File: src/rtl/seg7_scan_to_bcd_if.sv
// Display-scan bus: multiplexed segment/anode lines in, recovered BCD digits and status out.
interface seg7_scan_to_bcd_if #(
   parameter int unsigned NUM_DIGITS = 4
);
   logic [6:0]              seg_n;
   logic [NUM_DIGITS-1:0]   an_n;
   logic [4*NUM_DIGITS-1:0] bcd_out;
   logic [NUM_DIGITS-1:0]   digit_valid;
   logic                    frame_valid;
   logic                    frame_err;
   logic                    decode_err;

   modport master (
      output seg_n, an_n,
      input  bcd_out, digit_valid, frame_valid, frame_err, decode_err
   );

   modport slave (
      input  seg_n, an_n,
      output bcd_out, digit_valid, frame_valid, frame_err, decode_err
   );
endinterface

File: src/rtl/seg7_scan_to_bcd.sv
// Recovers per-position BCD digits from scanned active-low 7-segment drive lines, accepting a
// digit only after it has been sampled unchanged for STABLE_CYCLES consecutive edges.
module seg7_scan_to_bcd #(
   parameter int unsigned NUM_DIGITS    = 4,
   parameter int unsigned STABLE_CYCLES = 4
) (
   input logic               i_clk,
   input logic               i_rst_n,
   seg7_scan_to_bcd_if.slave io_bus
);
   localparam int unsigned IdxW = (NUM_DIGITS > 1) ? $clog2(NUM_DIGITS) : 1;

   typedef enum logic [1:0] {StIdle, StDwell, StHeld} state_e;

   state_e                  r_state, w_state_d;
   logic [7:0]              r_count, w_count_d, w_inc;
   logic [6:0]              r_s_seg, r_p_seg;
   logic [NUM_DIGITS-1:0]   r_s_an, r_p_an;
   logic [4*NUM_DIGITS-1:0] r_bcd, w_bcd_d;
   logic [NUM_DIGITS-1:0]   r_dv, w_dv_d, r_mask, w_mask_d, w_new;
   logic                    r_err, w_err_d, r_fv, w_fv_d, r_fe, w_fe_d, r_de, w_de_d;
   logic                    w_act, w_same, w_cap, w_bad;
   logic [3:0]              w_hot_cnt, w_code;
   logic [IdxW-1:0]         w_idx;

   function automatic logic [3:0] f_decode(input logic [6:0] seg);
      case (seg)
         7'h40:   f_decode = 4'd0;
         7'h79:   f_decode = 4'd1;
         7'h24:   f_decode = 4'd2;
         7'h30:   f_decode = 4'd3;
         7'h19:   f_decode = 4'd4;
         7'h12:   f_decode = 4'd5;
         7'h02:   f_decode = 4'd6;
         7'h78:   f_decode = 4'd7;
         7'h00:   f_decode = 4'd8;
         7'h10:   f_decode = 4'd9;
         7'h7F:   f_decode = 4'hF;
         default: f_decode = 4'hE;
      endcase
   endfunction

   // Active only when exactly one anode is driven low.
   always_comb begin
      w_hot_cnt = 4'd0;
      w_idx     = '0;
      for (int i = 0; i < NUM_DIGITS; i++) begin
         if (!r_s_an[i]) begin
            w_hot_cnt = w_hot_cnt + 4'd1;
            w_idx     = i[IdxW-1:0];
         end
      end
      w_act  = (w_hot_cnt == 4'd1);
      w_same = (r_s_seg == r_p_seg) && (r_s_an == r_p_an);
      w_inc  = r_count + 8'd1;
   end

   always_ff @(posedge i_clk or negedge i_rst_n) begin
      if (!i_rst_n) begin
         r_state <= StIdle;
         r_count <= '0;
         r_s_seg <= 7'h7F;
         r_p_seg <= 7'h7F;
         r_s_an  <= '1;
         r_p_an  <= '1;
      end else begin
         r_state <= w_state_d;
         r_count <= w_count_d;
         r_s_seg <= io_bus.seg_n;
         r_p_seg <= r_s_seg;
         r_s_an  <= io_bus.an_n;
         r_p_an  <= r_s_an;
      end
   end

   always_comb begin
      w_state_d = r_state;
      w_count_d = r_count;
      w_cap     = 1'b0;
      unique case (r_state)
         StIdle: begin
            if (w_act) begin
               w_state_d = StDwell;
               w_count_d = 8'd1;
            end
         end
         StDwell: begin
            if (!w_act) begin
               w_state_d = StIdle;
               w_count_d = 8'd0;
            end else if (!w_same) begin
               w_count_d = 8'd1;
            end else begin
               w_count_d = w_inc;
               if (w_inc == STABLE_CYCLES[7:0]) begin
                  w_cap     = 1'b1;
                  w_state_d = StHeld;
               end
            end
         end
         StHeld: begin
            if (!w_act) begin
               w_state_d = StIdle;
               w_count_d = 8'd0;
            end else if (!w_same) begin
               w_state_d = StDwell;
               w_count_d = 8'd1;
            end
         end
         default: begin
            w_state_d = StIdle;
            w_count_d = 8'd0;
         end
      endcase
   end

   always_comb begin
      w_code   = f_decode(r_s_seg);
      w_bad    = (w_code == 4'hE);
      w_new    = '0;
      w_bcd_d  = r_bcd;
      w_dv_d   = r_dv;
      w_mask_d = r_mask;
      w_err_d  = r_err;
      w_fv_d   = 1'b0;
      w_fe_d   = 1'b0;
      w_de_d   = 1'b0;
      if (w_cap) begin
         w_new[w_idx]                 = 1'b1;
         w_bcd_d[{w_idx, 2'b00} +: 4] = w_code;
         w_dv_d[w_idx]                = (w_code <= 4'd9);
         w_de_d                       = w_bad;
         // Frame closes on the capture that fills the last missing position.
         if ((r_mask | w_new) == '1) begin
            w_fv_d   = 1'b1;
            w_fe_d   = r_err | w_bad;
            w_mask_d = '0;
            w_err_d  = 1'b0;
         end else begin
            w_mask_d = r_mask | w_new;
            w_err_d  = r_err | w_bad;
         end
      end
   end

   always_ff @(posedge i_clk or negedge i_rst_n) begin
      if (!i_rst_n) begin
         r_bcd  <= '1;
         r_dv   <= '0;
         r_mask <= '0;
         r_err  <= 1'b0;
         r_fv   <= 1'b0;
         r_fe   <= 1'b0;
         r_de   <= 1'b0;
      end else begin
         r_bcd  <= w_bcd_d;
         r_dv   <= w_dv_d;
         r_mask <= w_mask_d;
         r_err  <= w_err_d;
         r_fv   <= w_fv_d;
         r_fe   <= w_fe_d;
         r_de   <= w_de_d;
      end
   end

   assign io_bus.bcd_out     = r_bcd;
   assign io_bus.digit_valid = r_dv;
   assign io_bus.frame_valid = r_fv;
   assign io_bus.frame_err   = r_fe;
   assign io_bus.decode_err  = r_de;
endmodule
File: src/flat_wrapper.sv
// flat-port wrapper written by rule: the top's interface ports become plain ports
module seg7_scan_to_bcd_flat 
#(
   parameter int unsigned NUM_DIGITS    = 4,
   parameter int unsigned STABLE_CYCLES = 4
)
  (i_clk, i_rst_n, io_bus_seg_n, io_bus_an_n, io_bus_bcd_out, io_bus_digit_valid, io_bus_frame_valid, io_bus_frame_err, io_bus_decode_err);
  seg7_scan_to_bcd_if #(.NUM_DIGITS(NUM_DIGITS)) io_bus_i ();
  input logic i_clk;
  input logic i_rst_n;
  input wire logic [$bits(io_bus_i.seg_n)-1:0] io_bus_seg_n;
  input wire logic [$bits(io_bus_i.an_n)-1:0] io_bus_an_n;
  output wire logic [$bits(io_bus_i.bcd_out)-1:0] io_bus_bcd_out;
  output wire logic [$bits(io_bus_i.digit_valid)-1:0] io_bus_digit_valid;
  output wire logic [$bits(io_bus_i.frame_valid)-1:0] io_bus_frame_valid;
  output wire logic [$bits(io_bus_i.frame_err)-1:0] io_bus_frame_err;
  output wire logic [$bits(io_bus_i.decode_err)-1:0] io_bus_decode_err;
  assign io_bus_i.seg_n = io_bus_seg_n;
  assign io_bus_i.an_n = io_bus_an_n;
  assign io_bus_bcd_out = io_bus_i.bcd_out;
  assign io_bus_digit_valid = io_bus_i.digit_valid;
  assign io_bus_frame_valid = io_bus_i.frame_valid;
  assign io_bus_frame_err = io_bus_i.frame_err;
  assign io_bus_decode_err = io_bus_i.decode_err;
  seg7_scan_to_bcd #(.NUM_DIGITS(NUM_DIGITS), .STABLE_CYCLES(STABLE_CYCLES)) u_core (.i_clk(i_clk), .i_rst_n(i_rst_n), .io_bus(io_bus_i));
endmodule
File: config.mk
export PLATFORM = sky130hd
export DESIGN_NAME = seg7_scan_to_bcd_flat
export DESIGN_NICKNAME = d
export VERILOG_FILES = /design/src/rtl/seg7_scan_to_bcd_if.sv /design/src/rtl/seg7_scan_to_bcd.sv /design/src/flat_wrapper.sv
export SDC_FILE = /design/constraint.sdc
export NUM_CORES = 1
export LEC_CHECK = 0
export CAP_MARGIN = 20
export CORE_AREA = 2 2 69 103
export CTS_CLUSTER_SIZE = 25
export DETAILED_ROUTE_END_ITERATION = 10
export DIE_AREA = 0 0 71 105
export PLACE_DENSITY = 0.72
export SETUP_SLACK_MARGIN = 0.15
export SLEW_MARGIN = 25
export SYNTH_ARGS = -nofsm -noshare
export SYNTH_HDL_FRONTEND = slang
export SYNTH_SLANG_ARGS = --single-unit
export TNS_END_PERCENT = 10
File: constraint.sdc
create_clock -name i_clk -period 8.45 [get_ports i_clk]
set_input_delay 1.2675 -clock i_clk [delete_from_list [all_inputs] [get_ports i_clk]]
set_output_delay 1.2675 -clock i_clk [all_outputs]
set_load 0.01 [all_outputs]
==> metrics.cfg, run 1 <==
[floorplanning]
coreArea_um2 = 6530
start_util_pct = 43.7
rows = 36
io_pins = 36
die_area_um2 = 7460
fp.dieH_um = 105
fp.dieW_um = 71

[timing]
max_freq_mhz = 272
period_share_pct = 43.5
setup_violations = 0
skew_ns = 0.0104
finalSetupTns_ns = 0
hold_viol = 0
worst_pin_slew_ns = 0.722
slew_headroom_pct = 51.9
period_minus_slack_ns = 3.68
rsz0062_at_grt = no
slew_viol_final = 0

[setup_path]
slowest_stage = or4_1
arrival_ns = 3.91
worst_setup_path_end_kind = register
crit_buf_inv = 2
r2r.worst_path.cells = 10
crit_cells = 10
required_ns = 8.68
setup.worst_path.start_class = register
cpLargestDelayFamily = simple AND/OR/NAND/NOR gates
max_stage_delay_ns = 0.69
crit_chain = inv_1 > ha_1 > xnor2_1 > ha_1 > nor3_1 > o21ai_0 > buf_4 > or3b_1 > or4_1 > mux2_4
crit_type = register to register
crit_top_cell = ha_1
crit_path_max_fanout = 13

[route]
via_per_inst = 5.40
drt_iter0_drc = 64
drc = 0
drt-total-wl_um = 5220
first_pass_iters = 4
ant_nets = 0
dr_total_vias = 1933
wl_per_cell_um = 14.6

[synthesis]
synthesis.nets = 263
async_reset_ff_share_pct = 100
synthesis.area_um2 = 2860
synth_edf_count = 0
synth_seq_cells = 60
synth_ff_type = dfstp_2
synthTopCellsByArea = dfstp_2, dfrtp_1, mux2_2
synth.avg_cell_area_um2 = 11.6
synth_top_area_share_pct = 35.0
synth.distinct_cells = 42
yosysTopAreaCell = dfstp_2
yosysSeqAreaShare_pct = 54.2
ys_warn_count = 0
synthCells = 246

[power]
vdd_ir_drop_max_mv = 0.123
powerDensity_nw_per_um2 = 170
p_leak_uw = 0.00140

[finish]
nets = 294
finish.utilization_pct = 52.3
layout_commonest_cell = dfstp_2
drive_gt1_share_pct = 28.0
syn_to_final_growth_pct = 19.6
diodes = 0
final_cell_mix = dfstp_2, clkdlybuf4s50_1, dfrtp_1

[global_routing]
overflow = 0
grt_pass1_vias = 1910
grt_pass1_wl_um = 9050
grt_usage_pct = 15.6
antenna_found_initial = 0
grt_max_degree = 61

[clock_network]
cts_resized = 0
postCtsSetupBuffers = 0
clk_latency_ns = 0.34
cts_tree = done
cts_buffers = 9
ctsHoldBuffers = 0
cts.sinks = 60
clock-root-buffer = clkbuf_8
clk_pin_slew_ns = 0.07
htreeDepth = 3
clock_path_buffers = 2

[place]
hpwl_um = 3600
gp_congestion = 0.815
port_buffers = 35

[worst_hold_path]
hp-class = register to register
hold_path_depth = 0

[run_status]
run_status = finished clean

[job]
drv_cap = 0

-- cells in the mapped netlist (3+ instances only) --
cell type   n
nand4_1     5
o31ai_1     5
inv_1       6
a21o_1      5
clkbuf_1   12
buf_2       3
mux2_4      5
and3_1      4
xnor2_1    19
nor3_1      5
nand2_1    16
o21ai_0     7
dfstp_2    38
mux2_2     15
o22a_1      6
nor4_1      3
nand3_1     9
ha_1        4
nand2b_1    7
dfrtp_1    22
nor2_1     13
a21oi_1     8
a211o_1     4
-- worst register-to-register path: stages, from the launching register on --
cell and delay [ns]:
dfstp_2 0.59, inv_1 0.10, ha_1 0.34, xnor2_1 0.22
ha_1 0.27, nor3_1 0.16, o21ai_0 0.10, buf_4 0.18
or3b_1 0.57, or4_1 0.69, mux2_4 0.37
-- final cells by class --
type | count | area, um2
Tap cell | 76 | 95.1
Clock buffer | 12 | 155
Fill cell | 568 | 3110
Clock inverter | 4 | 25.0
Multi-Input combinational cell | 163 | 1210
Inverter | 6 | 22.5
Timing Repair Buffer | 37 | 360
Sequential cell | 60 | 1550
-- stage by stage --
stage / setup WS (ns) / total power [uW] / cell area, um2 / hold slack (ns) / cells
after floorplan: 5.42 / 339 / 2860 / 0.352 / 246
after global placement: 4.86 / 355 / 3240 / 0.383 / 342
after detailed placement: 4.78 / 357 / 3240 / 0.391 / 342
after CTS: 4.77 / 592 / 3420 / 0.400 / 358
after global routing: 4.54 / 609 / 3420 / 0.405 / 358
final: 4.77 / 582 / 3420 / 0.396 / 358
-- power by group --
group / internal, uW / switching [uW]
clock network: 121 / 109
registers: 300 / 13.0
logic: 18.4 / 20.2
-- logic make-up after synthesis --
kind of cell,share of synthesized area [%]
AOI/OAI and AO/OA,11.2
buffers and inverters,3.42
and+or+nand+nor,14.4
xor gates and xnor gates,6.44
adders and majority gates,1.75
muxes,8.54
DFF,54.2
-- final timing paths --
kind | slack (ns) | startpoint | endpoint
min | 0.40 | u_core.r_s_an[0] | u_core.r_p_an[0]
min in group asynchronous | 1.05 | i_rst_n | u_core.r_count[4]
min reg2reg | 0.40 | u_core.r_s_an[0] | u_core.r_p_an[0]
max | 4.77 | u_core.r_s_an[1] | u_core.io_bus.digit_valid[0]
max in group asynchronous | 6.90 | i_rst_n | u_core.io_bus.digit_valid[3]
max reg2reg | 4.77 | u_core.r_s_an[1] | u_core.io_bus.digit_valid[0]
-- metal layers --
layer	vias up	wire length, um	GRT usage, %
met4	0	93	6.87
met5	-	0	0
met1	945	2210	18.3
li1	944	-	-
met3	8	225	5.40
met2	36	2690	25.6
-- registers in the layout, summed over array words and instances, names as in the netlist --
register and cells:
u_core.io_bus.bcd_out 16, u_core.r_mask 4, u_core.io_bus.digit_valid 4, u_core.r_s_an 4, u_core.r_count 8, u_core.io_bus.frame_err 1, u_core.io_bus.decode_err 1, u_core.r_p_an 4
u_core.r_err 1, u_core.r_p_seg 7, u_core.r_s_seg 7, u_core.io_bus.frame_valid 1, u_core.r_state 2
Power figures use the tool's default switching activity.
==> run 2: changes to the inputs <==
Settings changed: PLACE_DENSITY 0.72 to 0.75.
Clock period 8.45 ns to 3.09 ns, I/O delays scaled along.
==> run 2 against run 1 <==
Effect of this change: critical path type unchanged; sequential share of layout area decreased by 2.5 points; global-route usage increased by 1.3 points; first-iteration DRC count increased by 120%; maximum frequency increased by 29%.
==> metrics.cfg, run 2 (synthesized netlist as in run 1, its figures left out) <==
[global_routing]
overflow = 0
antenna_found_initial = 0
grt_pass1_vias = 2096
grt_max_degree = 40
grt_pass1_wl_um = 9740
grt_usage_pct = 16.9

[route]
via_per_inst = 5.47
first_pass_iters = 4
dr_total_vias = 2024
ant_nets = 0
drc = 0
wl_per_cell_um = 15.5
drt-total-wl_um = 5750
drt_iter0_drc = 141

[power]
p_comb_share_pct = 8.2
p_sw_uw = 384
vdd_ir_drop_max_mv = 0.315
seqPwrFrac_pct = 50.9
p_int_uw = 1300
switching_share_pct = 22.8
p_leak_uw = 0.00150
power_uw = 1690
power_frac_clock_pct = 40.9
powerDensity_nw_per_um2 = 466

[setup_path]
r2r.worst_path.cells = 10
regToRegEndpoint = u_core.io_bus.digit_valid[0]
setup.worst_path.start_class = register
rrSetupSlack_ns = 0.24
slowest_stage = or4_4
critPathLaunch = u_core.r_s_an[1]
crit_path_max_fanout = 6
arrival_ns = 3.07
crit_chain = inv_4 > ha_4 > xnor2_4 > ha_4 > nand2b_4 > xnor2_2 > o21ai_2 > or3b_4 > or4_4 > mux2_4
max_stage_delay_ns = 0.56
crit_top_cell = ha_4
crit_end = u_core.io_bus.digit_valid[0]
worst_setup_path_end_kind = register
required_ns = 3.31
crit_type = register to register
reg2reg_from = u_core.r_s_an[1]

[job]
drv_cap = 0

[finish]
fin_cells = 370
diodes = 0
layout_commonest_cell = dfstp_2
drive_gt1_share_pct = 34.7
n_fill_cell = 531
syn_to_final_growth_pct = 26.9
fin_area_um2 = 3620
largest_reg_flops = 16
nets = 307
final_cell_mix = dfstp_2, clkdlybuf4s50_1, dfrtp_1
finish.utilization_pct = 55.5

[clock_network]
clk_latency_ns = 0.33
ctsHoldBuffers = 0
cts_tree = done
cts.sinks = 60
cts_buffers = 9
clock-root-buffer = clkbuf_8
clk_pin_slew_ns = 0.06
clock_path_buffers = 2
htreeDepth = 3

[floorplanning]
rows = 36
die_area_um2 = 7460
fp.dieW_um = 71
io_pins = 36
start_util_pct = 43.7
coreArea_um2 = 6530
fp.dieH_um = 105

[place]
hpwl_um = 3900
gp_congestion = 0.866
dp_slack_ns = -0.0768
place_area_um2 = 3290
port_buffers = 35
dp_cells = 349

[timing]
hold_viol = 0
slew_headroom_pct = 42.3
setup_violations = 0
postLayoutSetupSlackWorst_ns = 0.241
worst_pin_slew_ns = 0.866
period_minus_slack_ns = 2.85
rsz0062_at_grt = no
max_freq_mhz = 351
period_share_pct = 92.2
skew_ns = 0.00897
slew_viol_final = 0

[worst_hold_path]
hp-class = primary input to asynchronous set/reset pin

[run_status]
run_status = finished clean

[run 2: cell count changes in the layout (fill, tap and decap cells not counted), moves of 2 or more]
cell | before | now
o21ai_0 | 7 | 5
xnor2_1 | 19 | 17
buf_4 | 2 | 13
inv_1 | 6 | 4
ha_1 | 4 | 2
ha_4 | 0 | 2
clkinvlp_4 | 2 | 0
buf_6 | 0 | 2
[run 2: power groups by stage]
stage	Sequential [uW]	Combinational, uW	Clock, uW
global route	863	154	742
CTS	857	132	710
floorplan	846	79.9	0
global placement	866	109	0
detailed placement	868	113	0
finish	859	138	691
[run 2: layout make-up]
cell class | instances | area [um2] | share of cell area (%)
repair buffers | 50 | 465 | 12.8
clock inverters | 2 | 35.0 | 0.967
well taps | 76 | 95.1 | 2.62
clock buffers | 13 | 159 | 4.39
inverters | 6 | 25.0 | 0.691
flip-flops and latches | 60 | 1550 | 42.9
multi-input cells | 163 | 1290 | 35.6
[run 2: worst max-delay path: cells and delay by family, from the launching register on]
kind | cells | cell delay, ns
muxes | 1 | 0.32
DFF | 1 | 0.55
AOI/OAI and AO/OA | 1 | 0.07
xor gates and xnor gates | 2 | 0.29
and+or+nand+nor | 3 | 0.99
adders and majority gates | 2 | 0.46
buffers and inverters | 1 | 0.04
[run 2: worst min-delay path by stage]
stage | end | startpoint | slack, ns
after global placement | u_core.r_p_seg[3] | u_core.r_s_seg[3] | 0.41
after floorplan | u_core.io_bus.decode_err | i_rst_n | 0.17
final | u_core.r_count[0] | i_rst_n | 0.24
after detailed placement | u_core.r_p_seg[3] | u_core.r_s_seg[3] | 0.41
after global routing | u_core.r_count[6] | i_rst_n | 0.31
after CTS | u_core.r_count[0] | i_rst_n | 0.27
[run 2: layer usage]
layer	track usage [%]	vias up	part of all wire (%)	wire length, um
li1	-	968	-	-
met2	28.9	44	53	3020
met5	0	-	0	0
met3	5.21	12	3.6	209
met1	18.6	1000	41	2380
met4	8.22	0	2.4	138
[run 2: stage by stage]
stage	TNS [ns]	hold WS [ns]
5_1_grt	0	0.305
6_report	0	0.243
2_1_floorplan	0	0.168
4_1_cts	0	0.267
3_5_place_dp	-0.215	0.410
3_3_place_gp	0	0.410
[run 2: timing repair]
action | 4_1_cts | 5_1_grt
pin swaps | 9 | 5
gates resized for setup | 14 | 6
setup endpoints to repair | 21 | 13
buffers inserted | 6 | 0
==> run 3: changes to the inputs <==
Settings changed: DONT_BUFFER_PORTS from default to 1, PLACE_DENSITY 0.75 to 0.65.
Clock period 3.09 ns to 2.9 ns, I/O delays scaled along.
==> run 3 against run 2 <==
Effect of this change: the run now ends with setup timing left; count of clock-buffer cells in the layout shrank 2; clock skew hardly changed; largest power group unchanged; critical path type unchanged; via count decreased by 6.8%; core utilization decreased by 4.6 points; maximum frequency decreased by 3.5%; die area stayed put.
==> metrics.cfg, run 3 (synthesized netlist as in run 1, its figures left out) <==
[run_status]
run_status = complete, but fails checks
violations = setup timing

[route]
drc = 0
drt-total-wl_um = 5550
drt_iter0_drc = 114
ant_nets = 0
via_per_inst = 5.50
wl_per_cell_um = 16.2
first_pass_iters = 4
dr_total_vias = 1887

[setup_path]
crit_type = register to register
arrival_ns = 3.18
crit_path_max_fanout = 4
crit_chain = inv_4 > ha_4 > xnor2_2 > ha_2 > nor3_1 > o21ai_1 > or3b_4 > buf_8 > nor4_4 > buf_4 > mux2_4
max_stage_delay_ns = 0.55
required_ns = 3.12
setup.worst_path.start_class = register
worst_setup_path_end_kind = register
rrSetupSlack_ns = -0.05
slowest_stage = dfstp_2

[finish]
final_cell_mix = dfstp_2, dfrtp_1, xnor2_1
largest_reg_flops = 16
drive_gt1_share_pct = 39.3
diodes = 0
syn_to_final_growth_pct = 16.4
layout_commonest_cell = dfstp_2
nets = 279

[place]
dp_slack_ns = 0.00649
hpwl_um = 3760
port_buffers = 0
gp_congestion = 0.862

[timing]
period_minus_slack_ns = 2.95
worst_pin_slew_ns = 0.556
skew_ns = 0.00848
finalSetupTns_ns = -0.206
postLayoutSetupSlackWorst_ns = -0.0522
holdWs_ns = 0.0915
period_share_pct = 102
slew_viol_final = 0
rsz0062_at_grt = yes
hold_viol = 0
slew_headroom_pct = 62.6
setup_violations = 8
max_freq_mhz = 339

[clock_network]
clock_path_buffers = 2
cts_tree = done
cts.sinks = 60
clk_pin_slew_ns = 0.07
clock-root-buffer = clkbuf_8
htreeDepth = 3
clk_latency_ns = 0.33
cts_buffers = 9

[power]
p_leak_uw = 0.00140
vdd_ir_drop_max_mv = 0.476
powerDensity_nw_per_um2 = 504
power_uw = 1670

[floorplanning]
rows = 36
fp.dieW_um = 71
io_pins = 36
die_area_um2 = 7460
coreArea_um2 = 6530
fp.dieH_um = 105
start_util_pct = 43.7

[job]
drv_cap = 0

[global_routing]
grt_pass1_wl_um = 9270
overflow = 0
grt_pass1_vias = 1875
grt_usage_pct = 16.0
grt_max_degree = 61
antenna_found_initial = 0

[worst_hold_path]
hp-class = primary input to register

## run 3: cell count changes in the layout (fill, tap and decap cells not counted), sizes merged
cell	delta
clkdlybuf4s50	-34
clkinvlp	+1
dlygate4sd3	+1
clkbuf	-2
clkinv	+3
bufinv	-1
buf	+5
## run 3: timing repair
item | 4_1_cts | 5_1_grt
gates resized for setup | 6 | 15
setup endpoints to repair | 20 | 22
endpoints found under the hold margin | 60 | 0
hold buffers | 2 | 0
pin swaps | 0 | 8
buffers inserted | 1 | 6
## run 3: cell type report
| class | instances | area (um2) |
|---|---|---|
| clock buffer | 11 | 141 |
| clock inverter | 5 | 27.5 |
| fill | 549 | 3210 |
| inverter | 6 | 25.0 |
| multi-input combinational | 163 | 1280 |
| sequential | 60 | 1550 |
| tap | 76 | 95.1 |
| timing repair buffer | 22 | 210 |
## run 3: power by group
part / switching [uW] / internal (uW)
Clock: 315 / 327
Combinational: 70.0 / 56.4
Sequential: 31.0 / 875
Total: 416 / 1260
## run 3: worst max-delay path: cells and delay by family (launching register included)
family	cells	cell delay [ns]
AND/OR/NAND/NOR	3	0.82
flip-flops	1	0.55
adder cells (fa/ha/maj)	2	0.53
buffers and inverters	3	0.39
multiplexers	1	0.30
XOR/XNOR	1	0.15
AO/OA/AOI/OAI	1	0.09
## run 3: path summary, 6_finish.rpt
kind | start | endpoint | depth (start not counted)
worst max-delay path | u_core.r_s_an[1] | u_core.io_bus.digit_valid[1] | 11
worst min-delay path | io_bus_an_n[0] | u_core.r_s_an[0] | 0
worst max register to register | u_core.r_s_an[1] | u_core.io_bus.digit_valid[1] | 11
worst min register to register | u_core.r_s_seg[3] | u_core.r_p_seg[3] | 0
max in group asynchronous | i_rst_n | u_core.io_bus.bcd_out[14] | 2
min in group asynchronous | i_rst_n | u_core.r_count[5] | 2
## run 3: per-stage QoR
stage	util, %	area, um2	instances
after floorplan	-	2890	246
after global placement	45.9	3000	318
after detailed placement	45.9	3000	318
after CTS	49.5	3230	337
after global routing	50.9	3330	343
final	50.9	3330	343
## run 3: routing by layer
layer	wire [um]	part of all wire [%]	track usage, %
met1	2200	40	18.4
met2	3030	55	27.0
met3	225	4.1	5.21
met4	97	1.7	6.74
met5	0	0	0
